[src/rtl/axis_tpg_pkg.sv]
// axis_tpg_pkg: mode/FSM encodings, tuser width and Galois LFSR tap masks for the test pattern generator
package axis_tpg_pkg;
  typedef enum logic [1:0] {MODE_RAMP, MODE_TRI, MODE_CONST, MODE_LFSR} mode_e;
  typedef enum logic {IDLE, SEND} fsm_e;
  function automatic int tuser_w(int n);
    return $clog2(n < 2 ? 2 : n);
  endfunction
  // right-shifting Galois masks, maximal length for each width
  function automatic logic [31:0] lfsr_taps(int w);
    case (w)
      8: return 32'h000000B8;
      9: return 32'h00000110;
      10: return 32'h00000240;
      11: return 32'h00000500;
      12: return 32'h00000829;
      13: return 32'h0000100D;
      14: return 32'h00002015;
      15: return 32'h00006000;
      16: return 32'h0000D008;
      17: return 32'h00012000;
      18: return 32'h00020400;
      19: return 32'h00040023;
      20: return 32'h00090000;
      21: return 32'h00140000;
      22: return 32'h00300000;
      23: return 32'h00420000;
      24: return 32'h00E10000;
      25: return 32'h01200000;
      26: return 32'h02000023;
      27: return 32'h04000013;
      28: return 32'h09000000;
      29: return 32'h14000000;
      30: return 32'h20000029;
      31: return 32'h48000000;
      default: return 32'h80200003;
    endcase
  endfunction
endpackage

[src/rtl/axis_testpattern_generator_mc_if.sv]
// axis_testpattern_generator_mc_if: AXI-Stream bus with channel index in tuser
interface axis_testpattern_generator_mc_if #(parameter int W = 24, parameter int UW = 1) ();
  logic [W-1:0] tdata;
  logic [UW-1:0] tuser;
  logic tvalid;
  logic tready;
  logic tlast;
  modport master(output tdata, tuser, tvalid, tlast, input tready);
  modport slave(input tdata, tuser, tvalid, tlast, output tready);
endinterface

[src/rtl/axis_testpattern_generator_mc_core.sv]
// tpg_pattern_core: pattern value, triangle direction and last-frame mode; fval is the value for a frame starting now
module tpg_pattern_core import axis_tpg_pkg::*; #(
  parameter int W = 24,
  parameter int unsigned COUNTER_START = 1,
  parameter int unsigned COUNTER_END = 10,
  parameter int unsigned COUNTER_INCR = 1
) (
  input logic clk,
  input logic rst_n,
  input logic start,
  input logic adv,
  input mode_e mode,
  output logic [W-1:0] fval
);
  localparam logic [W:0] S = (W+1)'(COUNTER_START);
  localparam logic [W:0] E = (W+1)'(COUNTER_END);
  localparam logic [W:0] INC = (W+1)'(COUNTER_INCR);
  localparam logic [W-1:0] TAPS = W'(lfsr_taps(W));
  localparam logic [W-1:0] SEED = (W'(COUNTER_START) == '0) ? W'(1) : W'(COUNTER_START);
  logic [W-1:0] value, value_n, stepv, dn;
  logic [W:0] up_s;
  logic down, down_n, step_down, flip, restart;
  mode_e last_mode;
  // ramp/triangle bounds are compared in W+1 bits so END near 2^W-1 cannot wrap
  always_comb begin
    up_s = {1'b0, value} + INC;
    dn = value - INC[W-1:0];
    flip = down ? ({1'b0, value} < S + INC) : (up_s > E);
    step_down = down;
    stepv = value;
    unique case (last_mode)
      MODE_RAMP: stepv = up_s > E ? S[W-1:0] : up_s[W-1:0];
      MODE_TRI: begin
        step_down = down ^ flip;
        stepv = step_down ? dn : up_s[W-1:0];
      end
      MODE_CONST: stepv = S[W-1:0];
      default: stepv = (value >> 1) ^ (value[0] ? TAPS : '0);
    endcase
    restart = start && mode != last_mode;
    value_n = restart ? (mode == MODE_LFSR ? SEED : S[W-1:0]) : adv ? stepv : value;
    down_n = restart ? 1'b0 : adv ? step_down : down;
  end
  assign fval = value_n;
  always_ff @(posedge clk or negedge rst_n) begin
    if (!rst_n) begin
      value <= S[W-1:0];
      down <= 1'b0;
      last_mode <= MODE_RAMP;
    end else begin
      value <= value_n;
      down <= down_n;
      if (start) last_mode <= mode;
    end
  end
endmodule

[src/rtl/axis_testpattern_generator_mc.sv]
// axis_testpattern_generator_mc: divider-paced multi-channel AXI-Stream pattern source with overrun flag
module axis_testpattern_generator_mc import axis_tpg_pkg::*; #(
  parameter int TDATA_WIDTH = 24,
  parameter int NUM_CHANNELS = 2,
  parameter int unsigned COUNTER_START = 1,
  parameter int unsigned COUNTER_END = 10,
  parameter int unsigned COUNTER_INCR = 1,
  parameter int DIVIDER = 3,
  parameter int unsigned CHANNEL_OFFSET = 0
) (
  input logic m_axis_aclk,
  input logic m_axis_aresetn,
  input logic enable,
  input logic [1:0] mode,
  output logic overrun,
  axis_testpattern_generator_mc_if.master m_axis
);
  localparam int W = TDATA_WIDTH;
  localparam int UW = tuser_w(NUM_CHANNELS);
  localparam int DW = $clog2(DIVIDER < 2 ? 2 : DIVIDER);
  fsm_e state, state_n;
  logic [DW-1:0] div_cnt;
  logic [W-1:0] fval;
  logic [UW-1:0] nxt_ch;
  logic tick, accept, last_acc, start;
  assign tick = enable && div_cnt == DW'(DIVIDER - 1);
  always_ff @(posedge m_axis_aclk or negedge m_axis_aresetn) begin
    if (!m_axis_aresetn) begin
      div_cnt <= '0;
      state <= IDLE;
    end else begin
      div_cnt <= (!enable || tick) ? '0 : div_cnt + 1'b1;
      state <= state_n;
    end
  end
  // a tick landing on the final accept chains straight into the next frame
  always_comb begin
    accept = m_axis.tvalid && m_axis.tready;
    last_acc = accept && m_axis.tlast;
    start = tick && (state == IDLE || last_acc);
    nxt_ch = start ? '0 : m_axis.tuser + 1'b1;
    state_n = start ? SEND : last_acc ? IDLE : state;
  end
  tpg_pattern_core #(.W(W), .COUNTER_START(COUNTER_START), .COUNTER_END(COUNTER_END),
    .COUNTER_INCR(COUNTER_INCR)) u_core (
    .clk(m_axis_aclk), .rst_n(m_axis_aresetn), .start(start), .adv(last_acc),
    .mode(mode_e'(mode)), .fval(fval));
  always_ff @(posedge m_axis_aclk or negedge m_axis_aresetn) begin
    if (!m_axis_aresetn) begin
      m_axis.tvalid <= 1'b0;
      m_axis.tdata <= '0;
      m_axis.tuser <= '0;
      m_axis.tlast <= 1'b0;
      overrun <= 1'b0;
    end else begin
      if (start || (accept && !m_axis.tlast)) begin
        m_axis.tvalid <= 1'b1;
        m_axis.tuser <= nxt_ch;
        m_axis.tlast <= nxt_ch == UW'(NUM_CHANNELS - 1);
        m_axis.tdata <= fval + W'(CHANNEL_OFFSET) * W'(nxt_ch);
      end else if (accept) begin
        m_axis.tvalid <= 1'b0;
      end
      overrun <= enable && (overrun || (tick && state == SEND && !last_acc));
    end
  end
endmodule

[src/flat_wrapper.sv]
// flat-port wrapper written by rule: the top's interface ports become plain ports
module axis_testpattern_generator_mc_flat import axis_tpg_pkg::*;
#(
  parameter int TDATA_WIDTH = 24,
  parameter int NUM_CHANNELS = 2,
  parameter int unsigned COUNTER_START = 1,
  parameter int unsigned COUNTER_END = 10,
  parameter int unsigned COUNTER_INCR = 1,
  parameter int DIVIDER = 3,
  parameter int unsigned CHANNEL_OFFSET = 0
)
  (m_axis_aclk, m_axis_aresetn, enable, mode, overrun, m_axis_tdata, m_axis_tuser, m_axis_tvalid, m_axis_tlast, m_axis_tready);
  axis_testpattern_generator_mc_if m_axis_i ();
  input logic m_axis_aclk;
  input logic m_axis_aresetn;
  input logic enable;
  input logic [1:0] mode;
  output logic overrun;
  output wire logic [$bits(m_axis_i.tdata)-1:0] m_axis_tdata;
  output wire logic [$bits(m_axis_i.tuser)-1:0] m_axis_tuser;
  output wire logic [$bits(m_axis_i.tvalid)-1:0] m_axis_tvalid;
  output wire logic [$bits(m_axis_i.tlast)-1:0] m_axis_tlast;
  input wire logic [$bits(m_axis_i.tready)-1:0] m_axis_tready;
  assign m_axis_tdata = m_axis_i.tdata;
  assign m_axis_tuser = m_axis_i.tuser;
  assign m_axis_tvalid = m_axis_i.tvalid;
  assign m_axis_tlast = m_axis_i.tlast;
  assign m_axis_i.tready = m_axis_tready;
  axis_testpattern_generator_mc #(.TDATA_WIDTH(TDATA_WIDTH), .NUM_CHANNELS(NUM_CHANNELS), .COUNTER_START(COUNTER_START), .COUNTER_END(COUNTER_END), .COUNTER_INCR(COUNTER_INCR), .DIVIDER(DIVIDER), .CHANNEL_OFFSET(CHANNEL_OFFSET)) u_core (.m_axis_aclk(m_axis_aclk), .m_axis_aresetn(m_axis_aresetn), .enable(enable), .mode(mode), .overrun(overrun), .m_axis(m_axis_i));
endmodule
[config.mk]
export PLATFORM = sky130hd
export DESIGN_NAME = axis_testpattern_generator_mc_flat
export DESIGN_NICKNAME = d
export VERILOG_FILES = /design/src/rtl/axis_tpg_pkg.sv /design/src/rtl/axis_testpattern_generator_mc_if.sv /design/src/rtl/axis_testpattern_generator_mc_core.sv /design/src/rtl/axis_testpattern_generator_mc.sv /design/src/flat_wrapper.sv
export SDC_FILE = /design/constraint.sdc
export NUM_CORES = 1
export LEC_CHECK = 0
export ABC_CLOCK_PERIOD_IN_PS = 3150
export CAP_MARGIN = 20
export CORE_MARGIN = 5
export CORE_UTILIZATION = 53
export DETAILED_ROUTE_END_ITERATION = 10
export GPL_ROUTABILITY_DRIVEN = 0
export PLACE_DENSITY = 0.77
export SYNTH_ARGS = -nofsm -noshare
export SYNTH_HDL_FRONTEND = slang
export SYNTH_SLANG_ARGS = --single-unit
[constraint.sdc]
create_clock -name m_axis_aclk -period 3.15 [get_ports m_axis_aclk]
set_input_delay 0.4725 -clock m_axis_aclk [delete_from_list [all_inputs] [get_ports m_axis_aclk]]
set_output_delay 0.4725 -clock m_axis_aclk [all_outputs]
set_load 0.02 [all_outputs]
[Word-level counts from Yosys, hierarchy flattened]
Index checks and enable logic that the tools add are counted.
Word-level totals
  flip-flop bits (word level): 57
  bits in latches: 0
  memory bits (writable): 0
  ROM bits: 0
  logic and storage cells: 60
  memories: 0
Operators by class
  add/sub/neg operators: 4
  multipliers: 0
  div/mod/pow operators: 0
  magnitude comparators: 2
  eq/ne operators: 4
  shift operators: 0
  multiplexer cells: 16
  bitwise gates (word level): 3
  reductions and logical operators: 22
Operator list (count)
  2-to-1 mux 24 bit: 5
  case mux 24 bit (3 select lines): 1
  adder 24 x 1 -> 25 bit (second input constant): 1
  greater-than comparator 25 x 4 -> 1 bit (second input constant): 1
  < comparator 24 x 2 -> 1 bit (second input constant): 1
  subtractor 24 x 1 -> 24 bit (second input constant): 1
  XOR 23 x 24 -> 24 bit: 1
  logical AND 1 bit: 9
  2-to-1 mux 1 bit: 9
  nonzero test 2 bit: 4
  equality test 2 bit (second input constant): 2
  logical OR 1 bit: 4
  zero test 1 bit: 3
  adder 2 x 1 -> 2 bit (second input constant): 1
  equality test 2 x 1 -> 1 bit (second input constant): 1
  zero test 2 bit: 1
  2-to-1 mux 2 bit: 1
  != test 2 bit: 1
  AND reduction 2 bit: 1
  adder 1 bit (second input constant): 1
  NOT 1 bit: 1
  XOR 1 bit: 1

[Depth between registers and ports, before layout]
  word-level depth: 8
  mapped depth: 13
  gate-level depth less buffers: 11

[By module]
Synthesis repeated with hierarchy kept, for this count alone.
Unflattened totals
  cells, all modules: 417
  area total of the unflattened synthesis: 3746.1 um^2
By module, submodules not included
  tpg_pattern_core: instances 1, cells an instance 340, area each 2571.2 um^2
  axis_testpattern_generator_mc: instances 1, cells an instance 77, area each 1174.9 um^2

[Least setup slack after synthesis]
OpenSTA, ideal clock, no wires.
  kind: flip-flop to flip-flop
  start: register u_core.u_core.value[0]
  end: register u_core.m_axis.tdata[0]
  library setup time: 0.125 ns
  arrival time: 3.119 ns
  required time: 3.025 ns
  path slack: -0.093 ns
  cell stages (with the launch flop): 13
  path buffers: 1
  period minus slack after synthesis: 3.243 ns
  cells stage by stage: dfstp_2 > buf_1 > inv_1 > ha_1 > nand2b_1 > a32o_1 > a221o_1 > nand4_1 > nor4_4 > a21oi_1 > or3_1 > a221o_1 > mux2_2
Between the ends
  word-level cells in the longest chain between the ends: 8
Ends and longest elaborated chain
  from (decl): RTL line axis_testpattern_generator_mc_core.sv:20  | logic [W-1:0] value, value_n, stepv, dn;
  from (signal assigned): RTL line axis_testpattern_generator_mc_core.sv:47  | value <= S[W-1:0];
  from (signal assigned): RTL line axis_testpattern_generator_mc_core.sv:51  | value <= value_n;
  adder 24 x 1 -> 25 bit: RTL line axis_testpattern_generator_mc_core.sv:26  | up_s = {1'b0, value} + INC;
  greater-than comparator 25 x 4 -> 1 bit: RTL line axis_testpattern_generator_mc_core.sv:28, axis_testpattern_generator_mc_core.sv:32
  2-to-1 mux 1 bit: RTL line axis_testpattern_generator_mc_core.sv:28  | flip = down ? ({1'b0, value} < S + INC) : (up_s > E);
  XOR 1 bit: RTL line axis_testpattern_generator_mc_core.sv:34  | step_down = down ^ flip;
  2-to-1 mux 24 bit: RTL line axis_testpattern_generator_mc_core.sv:35  | stepv = step_down ? dn : up_s[W-1:0];
  case mux 24 bit (3 select lines): RTL line axis_testpattern_generator_mc_core.sv:31  | unique case (last_mode)
  2-to-1 mux 24 bit (*) (2 in series): RTL line axis_testpattern_generator_mc_core.sv:41  | value_n = restart ? (mode == MODE_LFSR ? SEED : S[W-1:0]) : adv ? stepv : value;
  via u_core.fval[0]: RTL line axis_testpattern_generator_mc.sv:23  | logic [W-1:0] fval;
  to (signal assigned): RTL line axis_testpattern_generator_mc.sv:60  | m_axis.tdata <= fval + W'(CHANNEL_OFFSET) * W'(nxt_ch);
  to (decl): RTL line axis_testpattern_generator_mc_if.sv:8  | modport master(output tdata, tuser, tvalid, tlast, input tready);
The timed path passes the listed nets; every way through them passes the cells marked *.
A chain may end at the register's enable or synchronous reset.

[Worst setup path in the final report]
Ends and elaborated chain as after synthesis.

==> results.txt <==
- Counting flops with an async set or reset pin after synthesis yields a share of 1.000.
- The flow ran to the end, and the final reports show no timing, DRC or antenna violations.
* Area of combinational cells with multiple inputs: 2338 um^2
- Timing startpoint of the critical path: u_core.u_core.value[0]
- The number of clock buffers added by TritonCTS is 9.
- Cell taking the most area after synthesis: dfrtp_1
- The final layout contains 482 nets.
- The worst path meets setup with 0.009672 ns of slack.
* Max Root-Sink Buffers: 2
- After detailed routing, the average wire length per cell comes to 18.74 um.
* Clock tree root buffer cell: clkbuf_8
- Initial Util: 0.5337
- The worst register-to-register path has a depth of 11.
* Sequential standard cell area: 1440 um^2
- Worst clock skew: 0.007055 ns
* First-pass GRT wire length: 16890 um
- The mapped netlist covers 3809 um^2.
- In this run, synthesis inferred 0 flip-flops with an integrated enable.
* Vias per cell: 6.416
- FF-to-FF End: u_core.m_axis.tdata[0]
- Largest net degree at the start of global routing: 48
- Worst path arrival time: 3.36 ns
- Number of global-route vias before repair: 3329
- Total power draw: 4.747 mW
- The number of nets in the synthesized netlist is 435.
* Clock Sinks: 57
- Of the available clock period, the critical path in the final layout requires 0.9969.
- Setup violations remaining at the end of the flow were counted as 0.
- Share of layout cells above drive strength 1: 0.2710
* Element type at the critical path start: register
- Dpl ws: -0.02306 ns
* Final HPWL from detailed placement: 7171 um
- At the worst endpoint, the required time is 3.37 ns.
* Die area: 8981 um^2
* Count of maximum capacitance violations: 0
* Maximum clock rate: 318.4 MHz
- Clock-pin slew on the worst setup and hold paths: 0.07 ns
- The number of antenna violations at the first check in global routing is 0.
* Starting DRC count in detailed routing: 560
- Sequential fraction of the synthesis area: 0.3748
- Final cell utilization of the core: 0.6716
* Area added between synthesis and finish: 25.85%
- Counting the fill cells in the layout gives 558.
- TritonCTS built the clock tree.
- Top cell type's share of synthesized area: 0.3679
* Kind of end point of the critical path: register
- Detailed-route via count: 3689
- Cells after synthesis: 425
- Design internal power: 2.604 mW
- Final antenna-violating net count: 0
- Slew at the pin closest to its max-slew limit: 0.6403 ns
- Pwr per Cell Area: 990.4 nW/um^2
* Number of pins with negative max-slew slack in the final report: 0
- Most frequently used cell type in the post-synthesis netlist: dfrtp_1
- The floorplan step set the die width to 94.77 um.
- Across all register-to-register paths, the minimum setup slack is 0.01 ns.
* Critical setup path kind: register to register
- RR Startpoint: u_core.u_core.value[0]
* Hold Fails Final Rpt: 0
- Net switching fraction of the power: 0.4516
- Antenna diode count: 0
- In this run the core area contains 31 standard-cell rows.
- The average instance in the mapped netlist occupies 8.962 um^2.
- Std-Cell Core Area: 7137 um^2
- The analysis attributes to net switching a power of 2.144 mW.
* Static leakage: 1.940 nW
* Ys Warns: 0
* CTS H-tree lvls: 3
- VDD IR-drop max: 0.0005906 V
* Final Routed Wirelength: 10770 um
* Portion of total power attributed to the clock network: 0.133
- Power share of the combinational group: 0.550
* Total global routing track utilization: 0.2417
* Overall die height: 94.77 um
- Along the worst path, the maximum fanout reaches 4.
- Commonest cells in the netlist: dfrtp_1, nand2_1, nor2_1
- After synthesis, the netlist uses 74 different library cells.
- Final hold slack: 0.1250 ns
- Residual DRC: 0
- Leading register cell type out of synthesis: dfrtp_1
* Sequential cell fraction of total power: 0.317
* Fin crit period: 3.140 ns
- Worst min-delay path class: input pin to asynchronous set/reset pin
- Top Ports: 34
* Number of flip-flops and latches in the synthesized netlist: 57
- For this run the aggregate overflow at the end of global routing stands at 0.
- Ranking of synthesized cells by area: dfrtp_1, nand2_1, nor2_1
- Clock latency on the worst-skew pair, taken at its later pin, is 0.33 ns.
* Slew HR: 0.5723
- IO Port Bufs: 33
- The pre-antenna-repair detailed-routing pass consisted of 6 iterations.
- Unrepaired setup endpoints after global routing: true
## state kept, by name, summed over array words and instances (netlist names)
signal,count
u_core.m_axis.tdata,24
u_core.div_cnt,2
u_core.u_core.value,24
u_core.u_core.last_mode,2
u_core.m_axis.tuser,1
u_core.u_core.down,1
u_core.m_axis.tvalid,1
u_core.state,1
u_core.overrun,1
## cell usage in the layout, fill, tap and decap left out, drive strengths merged, types with 7 or more instances in the layout
master / count
clkbuf: 12
buf: 46
clkdlybuf4s50: 32
mux2: 9
o211ai: 7
nor4: 14
a21o: 9
nor3: 8
dfrtp: 56
xnor2: 9
nand4: 11
or3: 7
o21ai: 16
nor2b: 9
a21oi: 21
a31oi: 8
nand3: 13
nand2: 43
and3: 9
nor2: 36
## cell type report
class,count,share of cell area
flip-flops and latches,57,0.3004
repair buffers,78,0.1436
clock buffers,12,0.03446
multi-input cells,320,0.4879
inverters,6,0.004699
clock inverters,3,0.003132
well taps,99,0.02584
## critical path, stage by stage, from the launching register on
cell       delay, ns
dfstp_2         0.61
ha_4            0.19
and3_4          0.22
xnor2_2         0.11
nand4b_1        0.16
o2bb2ai_2       0.18
nor4_4          0.32
buf_4           0.19
a21oi_1         0.06
or3_1           0.39
a221o_1         0.35
mux2_2          0.26
## worst max-delay path by stage
stage | to | slack [ns] | depth (start not counted)
floorplan | u_core.m_axis.tdata[0] | 0.07 | 12
global placement | u_core.m_axis.tdata[19] | 0.03 | 11
detailed placement | u_core.m_axis.tdata[19] | -0.02 | 11
CTS | u_core.m_axis.tdata[2] | -0.03 | 13
global route | u_core.m_axis.tdata[0] | -0.10 | 13
finish | u_core.m_axis.tdata[0] | 0.01 | 11
## power groups by stage
stage / Clock (mW) / Sequential [mW] / Combinational [mW]
global placement: 0 / 1.43 / 2.31
global route: 0.685 / 1.55 / 2.81
finish: 0.631 / 1.51 / 2.61
CTS: 0.637 / 1.44 / 2.39
floorplan: 0 / 1.38 / 1.63
detailed placement: 0 / 1.45 / 2.35
## through the flow
stage               std cells  instance area, um^2  TNS [ns]
floorplan                 425                 3810         0
global placement          548                 4309         0
detailed placement        548                 4309  -0.04875
CTS                       563                 4513  -0.07746
global route              575                 4793   -0.5482
finish                    575                 4793         0
## layer usage
layer / global-route usage / routed length [um] / up-vias
met5: 0 / 0 / -
met4: 0.1022 / 262 / 0
met3: 0.05657 / 857 / 36
met2: 0.3641 / 5111 / 188
met1: 0.3332 / 4542 / 1794
li1: - / - / 1671
## what timing repair did
action                                  in CTS  in global routing
endpoints found under the setup margin       8                 30
hold buffers                                 0                  0
pin swaps                                    2                 16
buffers inserted                             0                 11
gates resized for setup                      4                 39
## kinds of logic (layout without fill, tap and decap cells)
group                      Yosys count  after routing  synth area share
adders and majority gates            4              4           0.01314
AOI/OAI and AO/OA                  118            118            0.2319
DFF                                 57             57            0.3748
muxes                               10             10           0.03022
xor gates and xnor gates            12             12           0.02760
and+or+nand+nor                    176            176            0.2622
buffers and inverters               48             99           0.06012
(Power assumes the default switching activity.)
